--- src/rtl/biu_pkg.sv ---
// Shared types and constants for the two-master bus interface unit.
package biu_pkg;

  typedef enum logic [1:0] {
    IDLE  = 2'd0,
    ISSUE = 2'd1,
    WAIT  = 2'd2,
    DONE  = 2'd3
  } biu_state_t;

  typedef logic biu_master_id_t;

  localparam int BIU_NUM_MASTERS = 2;

endpackage

--- src/rtl/biu_if.sv ---
// Master-side and slave-side bus interfaces; the biu modport is the view the arbiter core uses.
interface biu_master_if #(
  parameter int ADDR_WIDTH = 32,
  parameter int DATA_WIDTH = 32
);
  logic                  en;
  logic                  rnw;
  logic [ADDR_WIDTH-1:0] address;
  logic [DATA_WIDTH-1:0] data_out;
  logic                  busy;
  logic                  data_valid;
  logic [DATA_WIDTH-1:0] data_in;

  modport biu (input en, rnw, address, data_out, output busy, data_valid, data_in);
  modport dev (output en, rnw, address, data_out, input busy, data_valid, data_in);
endinterface

interface biu_slave_if #(
  parameter int ADDR_WIDTH = 32,
  parameter int DATA_WIDTH = 32
);
  logic                  en;
  logic                  rnw;
  logic [ADDR_WIDTH-1:0] address;
  logic [DATA_WIDTH-1:0] data_out;
  logic                  data_valid;
  logic [DATA_WIDTH-1:0] data_in;

  modport biu (output en, rnw, address, data_out, input data_valid, data_in);
  modport dev (input en, rnw, address, data_out, output data_valid, data_in);
endinterface

--- src/rtl/biu_rr_arbiter.sv ---
// Two-requester round-robin arbiter. last_grant_o also serves as the current owner,
// since it is rewritten on every grant.
module biu_rr_arbiter
  import biu_pkg::*;
(
  input  logic                       clk,
  input  logic                       rst,
  input  logic [BIU_NUM_MASTERS-1:0] req_i,
  input  logic                       gnt_en_i,
  output logic [BIU_NUM_MASTERS-1:0] grant_o,
  output biu_master_id_t             last_grant_o
);

  biu_master_id_t last_grant_q;

  // On contention, favour the master that did not win last time.
  always_comb begin
    grant_o = 2'b00;
    case (req_i)
      2'b01:   grant_o = 2'b01;
      2'b10:   grant_o = 2'b10;
      2'b11:   grant_o = last_grant_q ? 2'b01 : 2'b10;
      default: grant_o = 2'b00;
    endcase
  end

  // Reset to master 1 so that master 0 wins the first contended grant.
  always_ff @(posedge clk) begin
    if (rst) begin
      last_grant_q <= 1'b1;
    end else if (gnt_en_i && (req_i != 2'b00)) begin
      last_grant_q <= grant_o[1];
    end else begin
      last_grant_q <= last_grant_q;
    end
  end

  assign last_grant_o = last_grant_q;

endmodule

--- src/rtl/biu_arbiter.sv ---
// Bus interface unit core: arbitrates two masters onto one slave, one transaction at a time,
// with a bounded wait for read data.
module biu_arbiter
  import biu_pkg::*;
#(
  parameter int ADDR_WIDTH = 32,
  parameter int DATA_WIDTH = 32,
  parameter int TIMEOUT    = 16
) (
  input  logic      clk,
  input  logic      rst,
  biu_master_if.biu m0,
  biu_master_if.biu m1,
  biu_slave_if.biu  s,
  output logic      timeout_err
);

  localparam int CNT_W = $clog2(TIMEOUT + 1);
  localparam logic [CNT_W-1:0] CNT_LAST = CNT_W'(TIMEOUT - 1);

  biu_state_t                 state_q, state_d;
  logic [ADDR_WIDTH-1:0]      addr_q, addr_d;
  logic [DATA_WIDTH-1:0]      wdata_q, wdata_d;
  logic                       rnw_q, rnw_d;
  logic [CNT_W-1:0]           cnt_q, cnt_d;
  logic                       err_q, err_d;
  logic [DATA_WIDTH-1:0]      rdata_q, rdata_d;
  logic                       s_en_q;
  logic                       busy_q;
  logic [1:0]                 dv_q;
  logic                       terr_q;
  logic [BIU_NUM_MASTERS-1:0] req_s;
  logic [BIU_NUM_MASTERS-1:0] grant_s;
  logic                       gnt_en_s;
  biu_master_id_t             owner_s;

  assign req_s = {m1.en, m0.en};

  biu_rr_arbiter u_rr (
    .clk          (clk),
    .rst          (rst),
    .req_i        (req_s),
    .gnt_en_i     (gnt_en_s),
    .grant_o      (grant_s),
    .last_grant_o (owner_s)
  );

  // Transaction sequencing: accept, issue, wait for read data (bounded), report.
  always_comb begin
    state_d  = state_q;
    addr_d   = addr_q;
    wdata_d  = wdata_q;
    rnw_d    = rnw_q;
    cnt_d    = cnt_q;
    err_d    = err_q;
    rdata_d  = rdata_q;
    gnt_en_s = 1'b0;
    case (state_q)
      IDLE: begin
        if (req_s != 2'b00) begin
          gnt_en_s = 1'b1;
          state_d  = ISSUE;
          if (grant_s[1]) begin
            addr_d  = m1.address;
            wdata_d = m1.data_out;
            rnw_d   = m1.rnw;
          end else begin
            addr_d  = m0.address;
            wdata_d = m0.data_out;
            rnw_d   = m0.rnw;
          end
        end else begin
          state_d = IDLE;
        end
      end
      ISSUE: begin
        if (!rnw_q) begin
          state_d = DONE;
        end else if (s.data_valid) begin
          rdata_d = s.data_in;
          state_d = DONE;
        end else begin
          cnt_d   = '0;
          state_d = WAIT;
        end
      end
      WAIT: begin
        if (s.data_valid) begin
          rdata_d = s.data_in;
          state_d = DONE;
        end else if (cnt_q == CNT_LAST) begin
          rdata_d = {DATA_WIDTH{1'b1}};
          err_d   = 1'b1;
          state_d = DONE;
        end else begin
          cnt_d = cnt_q + {{(CNT_W-1){1'b0}}, 1'b1};
        end
      end
      DONE: begin
        err_d   = 1'b0;
        state_d = IDLE;
      end
      default: begin
        state_d = IDLE;
      end
    endcase
  end

  // State plus output registers; outputs are derived from the next state so they line up with it.
  always_ff @(posedge clk) begin
    if (rst) begin
      state_q <= IDLE;
      addr_q  <= '0;
      wdata_q <= '0;
      rnw_q   <= 1'b0;
      cnt_q   <= '0;
      err_q   <= 1'b0;
      rdata_q <= '0;
      s_en_q  <= 1'b0;
      busy_q  <= 1'b0;
      dv_q    <= 2'b00;
      terr_q  <= 1'b0;
    end else begin
      state_q <= state_d;
      addr_q  <= addr_d;
      wdata_q <= wdata_d;
      rnw_q   <= rnw_d;
      cnt_q   <= cnt_d;
      err_q   <= err_d;
      rdata_q <= rdata_d;
      s_en_q  <= (state_d == ISSUE);
      busy_q  <= (state_d != IDLE);
      dv_q    <= {(state_d == DONE) && owner_s, (state_d == DONE) && !owner_s};
      terr_q  <= (state_d == DONE) && err_d;
    end
  end

  assign s.en          = s_en_q;
  assign s.rnw         = rnw_q;
  assign s.address     = addr_q;
  assign s.data_out    = wdata_q;
  assign m0.busy       = busy_q;
  assign m1.busy       = busy_q;
  assign m0.data_valid = dv_q[0];
  assign m1.data_valid = dv_q[1];
  assign m0.data_in    = rdata_q;
  assign m1.data_in    = rdata_q;
  assign timeout_err   = terr_q;

endmodule
--- src/flat_wrapper.sv ---
// flat-port wrapper written by rule: the top's interface ports become plain ports
module biu_arbiter_flat import biu_pkg::*;
#(
  parameter int ADDR_WIDTH = 32,
  parameter int DATA_WIDTH = 32,
  parameter int TIMEOUT    = 16
)
  (clk, rst, timeout_err, m0_en, m0_rnw, m0_address, m0_data_out, m0_busy, m0_data_valid, m0_data_in, m1_en, m1_rnw, m1_address, m1_data_out, m1_busy, m1_data_valid, m1_data_in, s_en, s_rnw, s_address, s_data_out, s_data_valid, s_data_in);
  biu_master_if #(.ADDR_WIDTH(ADDR_WIDTH), .DATA_WIDTH(DATA_WIDTH)) m0_i ();
  biu_master_if #(.ADDR_WIDTH(ADDR_WIDTH), .DATA_WIDTH(DATA_WIDTH)) m1_i ();
  biu_slave_if #(.ADDR_WIDTH(ADDR_WIDTH), .DATA_WIDTH(DATA_WIDTH)) s_i ();
  input  logic clk;
  input  logic rst;
  output logic timeout_err;
  input wire logic [$bits(m0_i.en)-1:0] m0_en;
  input wire logic [$bits(m0_i.rnw)-1:0] m0_rnw;
  input wire logic [$bits(m0_i.address)-1:0] m0_address;
  input wire logic [$bits(m0_i.data_out)-1:0] m0_data_out;
  output wire logic [$bits(m0_i.busy)-1:0] m0_busy;
  output wire logic [$bits(m0_i.data_valid)-1:0] m0_data_valid;
  output wire logic [$bits(m0_i.data_in)-1:0] m0_data_in;
  input wire logic [$bits(m1_i.en)-1:0] m1_en;
  input wire logic [$bits(m1_i.rnw)-1:0] m1_rnw;
  input wire logic [$bits(m1_i.address)-1:0] m1_address;
  input wire logic [$bits(m1_i.data_out)-1:0] m1_data_out;
  output wire logic [$bits(m1_i.busy)-1:0] m1_busy;
  output wire logic [$bits(m1_i.data_valid)-1:0] m1_data_valid;
  output wire logic [$bits(m1_i.data_in)-1:0] m1_data_in;
  output wire logic [$bits(s_i.en)-1:0] s_en;
  output wire logic [$bits(s_i.rnw)-1:0] s_rnw;
  output wire logic [$bits(s_i.address)-1:0] s_address;
  output wire logic [$bits(s_i.data_out)-1:0] s_data_out;
  input wire logic [$bits(s_i.data_valid)-1:0] s_data_valid;
  input wire logic [$bits(s_i.data_in)-1:0] s_data_in;
  assign m0_i.en = m0_en;
  assign m0_i.rnw = m0_rnw;
  assign m0_i.address = m0_address;
  assign m0_i.data_out = m0_data_out;
  assign m0_busy = m0_i.busy;
  assign m0_data_valid = m0_i.data_valid;
  assign m0_data_in = m0_i.data_in;
  assign m1_i.en = m1_en;
  assign m1_i.rnw = m1_rnw;
  assign m1_i.address = m1_address;
  assign m1_i.data_out = m1_data_out;
  assign m1_busy = m1_i.busy;
  assign m1_data_valid = m1_i.data_valid;
  assign m1_data_in = m1_i.data_in;
  assign s_en = s_i.en;
  assign s_rnw = s_i.rnw;
  assign s_address = s_i.address;
  assign s_data_out = s_i.data_out;
  assign s_i.data_valid = s_data_valid;
  assign s_i.data_in = s_data_in;
  biu_arbiter #(.ADDR_WIDTH(ADDR_WIDTH), .DATA_WIDTH(DATA_WIDTH), .TIMEOUT(TIMEOUT)) u_core (.clk(clk), .rst(rst), .m0(m0_i), .m1(m1_i), .s(s_i), .timeout_err(timeout_err));
endmodule
--- config.mk ---
export PLATFORM = sky130hd
export DESIGN_NAME = biu_arbiter_flat
export DESIGN_NICKNAME = d
export VERILOG_FILES = /design/src/rtl/biu_pkg.sv /design/src/rtl/biu_if.sv /design/src/rtl/biu_rr_arbiter.sv /design/src/rtl/biu_arbiter.sv /design/src/flat_wrapper.sv
export SDC_FILE = /design/constraint.sdc
export NUM_CORES = 1
export LEC_CHECK = 0
export ABC_CLOCK_PERIOD_IN_PS = 3980
export CAP_MARGIN = 10
export CORE_AREA = 2 2 118 120
export CTS_BUF_LIST = sky130_fd_sc_hd__clkbuf_8
export DETAILED_ROUTE_END_ITERATION = 12
export DIE_AREA = 0 0 120 122
export GPL_TIMING_DRIVEN = 0
export PLACE_DENSITY = 0.8
export REMOVE_ABC_BUFFERS = 1
export SLEW_MARGIN = 0
export SYNTH_ARGS = -nofsm -noshare
export SYNTH_HDL_FRONTEND = slang
export SYNTH_SLANG_ARGS = --single-unit
--- constraint.sdc ---
create_clock -name clk -period 3.98 [get_ports clk]
set_input_delay 1.194 -clock clk [delete_from_list [all_inputs] [get_ports clk]]
set_output_delay 1.194 -clock clk [all_outputs]
set_load 0.1 [all_outputs]
==> impl_metrics.json <==
{
  "drv_slew": 0,
  "grt_max_degree": 59,
  "critPathMaxFanout": 26,
  "worstHoldPathType": "flip-flop to flip-flop",
  "dp_cells": 953,
  "row_count": 43,
  "skew_ns": 0.00841,
  "setup_violations": 0,
  "cts_setup_buffers": 0,
  "async_flop_share": 0,
  "ant_nets": 0,
  "rsz0062_at_grt": "no",
  "leakage_uw": 0.00316,
  "vias_per_cell": 4.89,
  "n_antenna_cell": 0,
  "postLayoutCellArea_um2": 8290,
  "ys.warnings.count": 0,
  "cts_buffers": 9,
  "route.detailed.wl_per_inst_um": 14.7,
  "slowest_delay_ns": 0.74,
  "endpoint_kind": "flip-flop",
  "postPlaceCellArea_um2": 8070,
  "first_pass_iters": 4,
  "finalHoldViolations": 0,
  "synth_edf_count": 0,
  "htreeDepth": 3,
  "fill_cells": 1082,
  "ctsResizeCount": 0,
  "vias": 4740,
  "antenna_found_initial": 0,
  "synthCells": 544,
  "final_common_cell": "clkdlybuf4s50_1",
  "synth_cell_types": 34,
  "max_freq_mhz": 316,
  "path_delay_family": "buffers and inverters",
  "crit_chain": "clkdlybuf4s50_1, a21boi_4, buf_12, buf_12, mux2i_1, a211oi_1",
  "cp.arrival_ns": 3.36,
  "r2r_slack_ns": 1.33,
  "ys_ff_latch": 111,
  "final_nets": 959,
  "drt_iter0_drc": 210,
  "p_per_area_nw_per_um2": 672,
  "cts.sinks": 111,
  "drcViolationCount": 0,
  "drive_above_1_share": 0.0710,
  "cap_violations": 0,
  "grt_pass1_vias": 4640,
  "fin_crit_ns": 3.16,
  "path_class": "input pin to flip-flop",
  "drt-total-wl_um": 14200,
  "cts-root-buf": "clkbuf_8",
  "p_total_uw": 5570,
  "ys.flop_type": "dfxtp_1",
  "final_cell_mix": "clkdlybuf4s50_1 (300), dfxtp_1 (111), nor2_1 (75)",
  "period_share": 0.795,
  "grt_overflow": 0,
  "portBuffers": 301,
  "gp_congestion": 0.791,
  "ys_seq_area_frac": 0.426,
  "grt_pass1_wl_um": 22300,
  "tightest_slew_ns": 1.15,
  "cts_tree": "done",
  "crit_buf_inv": 3,
  "start_util": 0.386,
  "hold_buffers": 0,
  "netlist_area_um2": 5210,
  "core_um2": 13500,
  "track_usage": 0.188,
  "area_growth_pct": 59.0,
  "die_h_um": 122,
  "io_pins": 302,
  "status": "completed",
  "cts_max_path_buffers": 2,
  "max-slew-margin-rel": 0.233,
  "cts.clk_slew.worst_paths_ns": 0.10,
  "peakVddDrop_uv": 254,
  "avgSynthCellArea_um2": 9.58,
  "layout.cells.non_filler": 969,
  "crit_slowest_cell": "a21boi_4",
  "place_hpwl_um": 11100,
  "worstPathRequired_ns": 4.18,
  "die_area_um2": 14600,
  "crit_path_start_kind": "input pin",
  "cp_common_cell": "buf_12",
  "chipWidth_um": 120,
  "clk_latency_ns": 0.35
}
## logic make-up after synthesis
family                     count (synthesis)  synth area share
AOI/OAI and AO/OA                        143             0.217
adders and majority gates                  7            0.0168
buffers and inverters                    116             0.129
muxes                                     67             0.129
and+or+nand+nor                          100            0.0819
DFF                                      111             0.426
## Yosys cell counts (all sizes together), types with 2 or more instances
cell / count / area, um^2
dfxtp: 111 / 2220
a211oi: 97 / 878
nor2: 75 / 282
mux2i: 67 / 671
buf: 57 / 450
a21oi: 38 / 190
inv: 38 / 143
clkbuf: 21 / 78.8
nand2: 8 / 30.0
ha: 7 / 87.6
nor2b: 5 / 33.8
nand3: 3 / 15.0
o21ai: 3 / 15.0
nand4: 2 / 18.8
## stage by stage
stage | hold WS, ns | setup TNS (ns) | setup slack [ns] | utilization
finish | 0.461 | 0 | 0.816 | 0.614
global route | 0.491 | 0 | 0.654 | 0.614
CTS | 0.465 | 0 | 0.770 | 0.613
detailed placement | 0.451 | 0 | 0.381 | 0.597
global placement | 0.440 | -156.88 | -1.98 | 0.587
floorplan | 0.425 | -26.11 | -0.402 | -
## where the power goes
group | switching [uW] | total, uW | internal (uW) | leakage, uW
Clock | 355 | 720 | 365 | 0.000111
Sequential | 127 | 1440 | 1310 | 0.000919
Combinational | 2550 | 3410 | 858 | 0.00213
## area by class of cell
cell class / instances / area [um^2] / share of cell area
Clock inverter: 5 / 75.1 / 0.00906
Inverter: 38 / 143 / 0.0172
Tap cell: 180 / 225 / 0.0272
Multi-Input combinational cell: 317 / 2340 / 0.282
Sequential cell: 111 / 2220 / 0.268
Clock buffer: 10 / 138 / 0.0166
Timing Repair Buffer: 308 / 3150 / 0.380
## worst paths after layout
check / startpoint / cells after the start / endpoint
setup / recovery: m1_en / 6 / u_core.s.data_out[25]$_SDFFE_PP0P_
setup reg to reg: u_core.state_q[0]$_SDFF_PP0_ / 5 / u_core.m0.data_in[24]$_SDFFE_PP0P_
hold reg to reg: u_core.cnt_q[4]$_SDFFE_PP0P_ / 2 / u_core.cnt_q[4]$_SDFFE_PP0P_
hold / removal: u_core.cnt_q[4]$_SDFFE_PP0P_ / 2 / u_core.cnt_q[4]$_SDFFE_PP0P_
## state kept, by name (all words and copies together), names as in the netlist
register	count
u_core.cnt_q	5
u_core.dv_q	2
u_core.err_q	1
u_core.m0.busy	1
u_core.m0.data_in	32
u_core.s.address	32
u_core.s.data_out	32
u_core.s.en	1
u_core.s.rnw	1
u_core.state_q	2
u_core.timeout_err	1
u_core.u_rr.last_grant_o	1
## worst register-to-register path, delay by kind of cell, from the launching register on
family,cells,cell delay (ns)
flip-flops,1,0.43
AO/OA/AOI/OAI,1,0.10
adder cells (fa/ha/maj),1,1.06
buffers and inverters,2,0.36
AND/OR/NAND/NOR,1,0.55
## metal layers
layer / vias to the layer above / track usage / share of wire
met2: 210 / 0.341 / 0.51
met4: 0 / 0.0647 / 0.020
met3: 24 / 0.0534 / 0.084
met5: - / 0 / 0
li1: 2354 / - / -
met1: 2152 / 0.210 / 0.39
(Power assumes the default switching activity.)
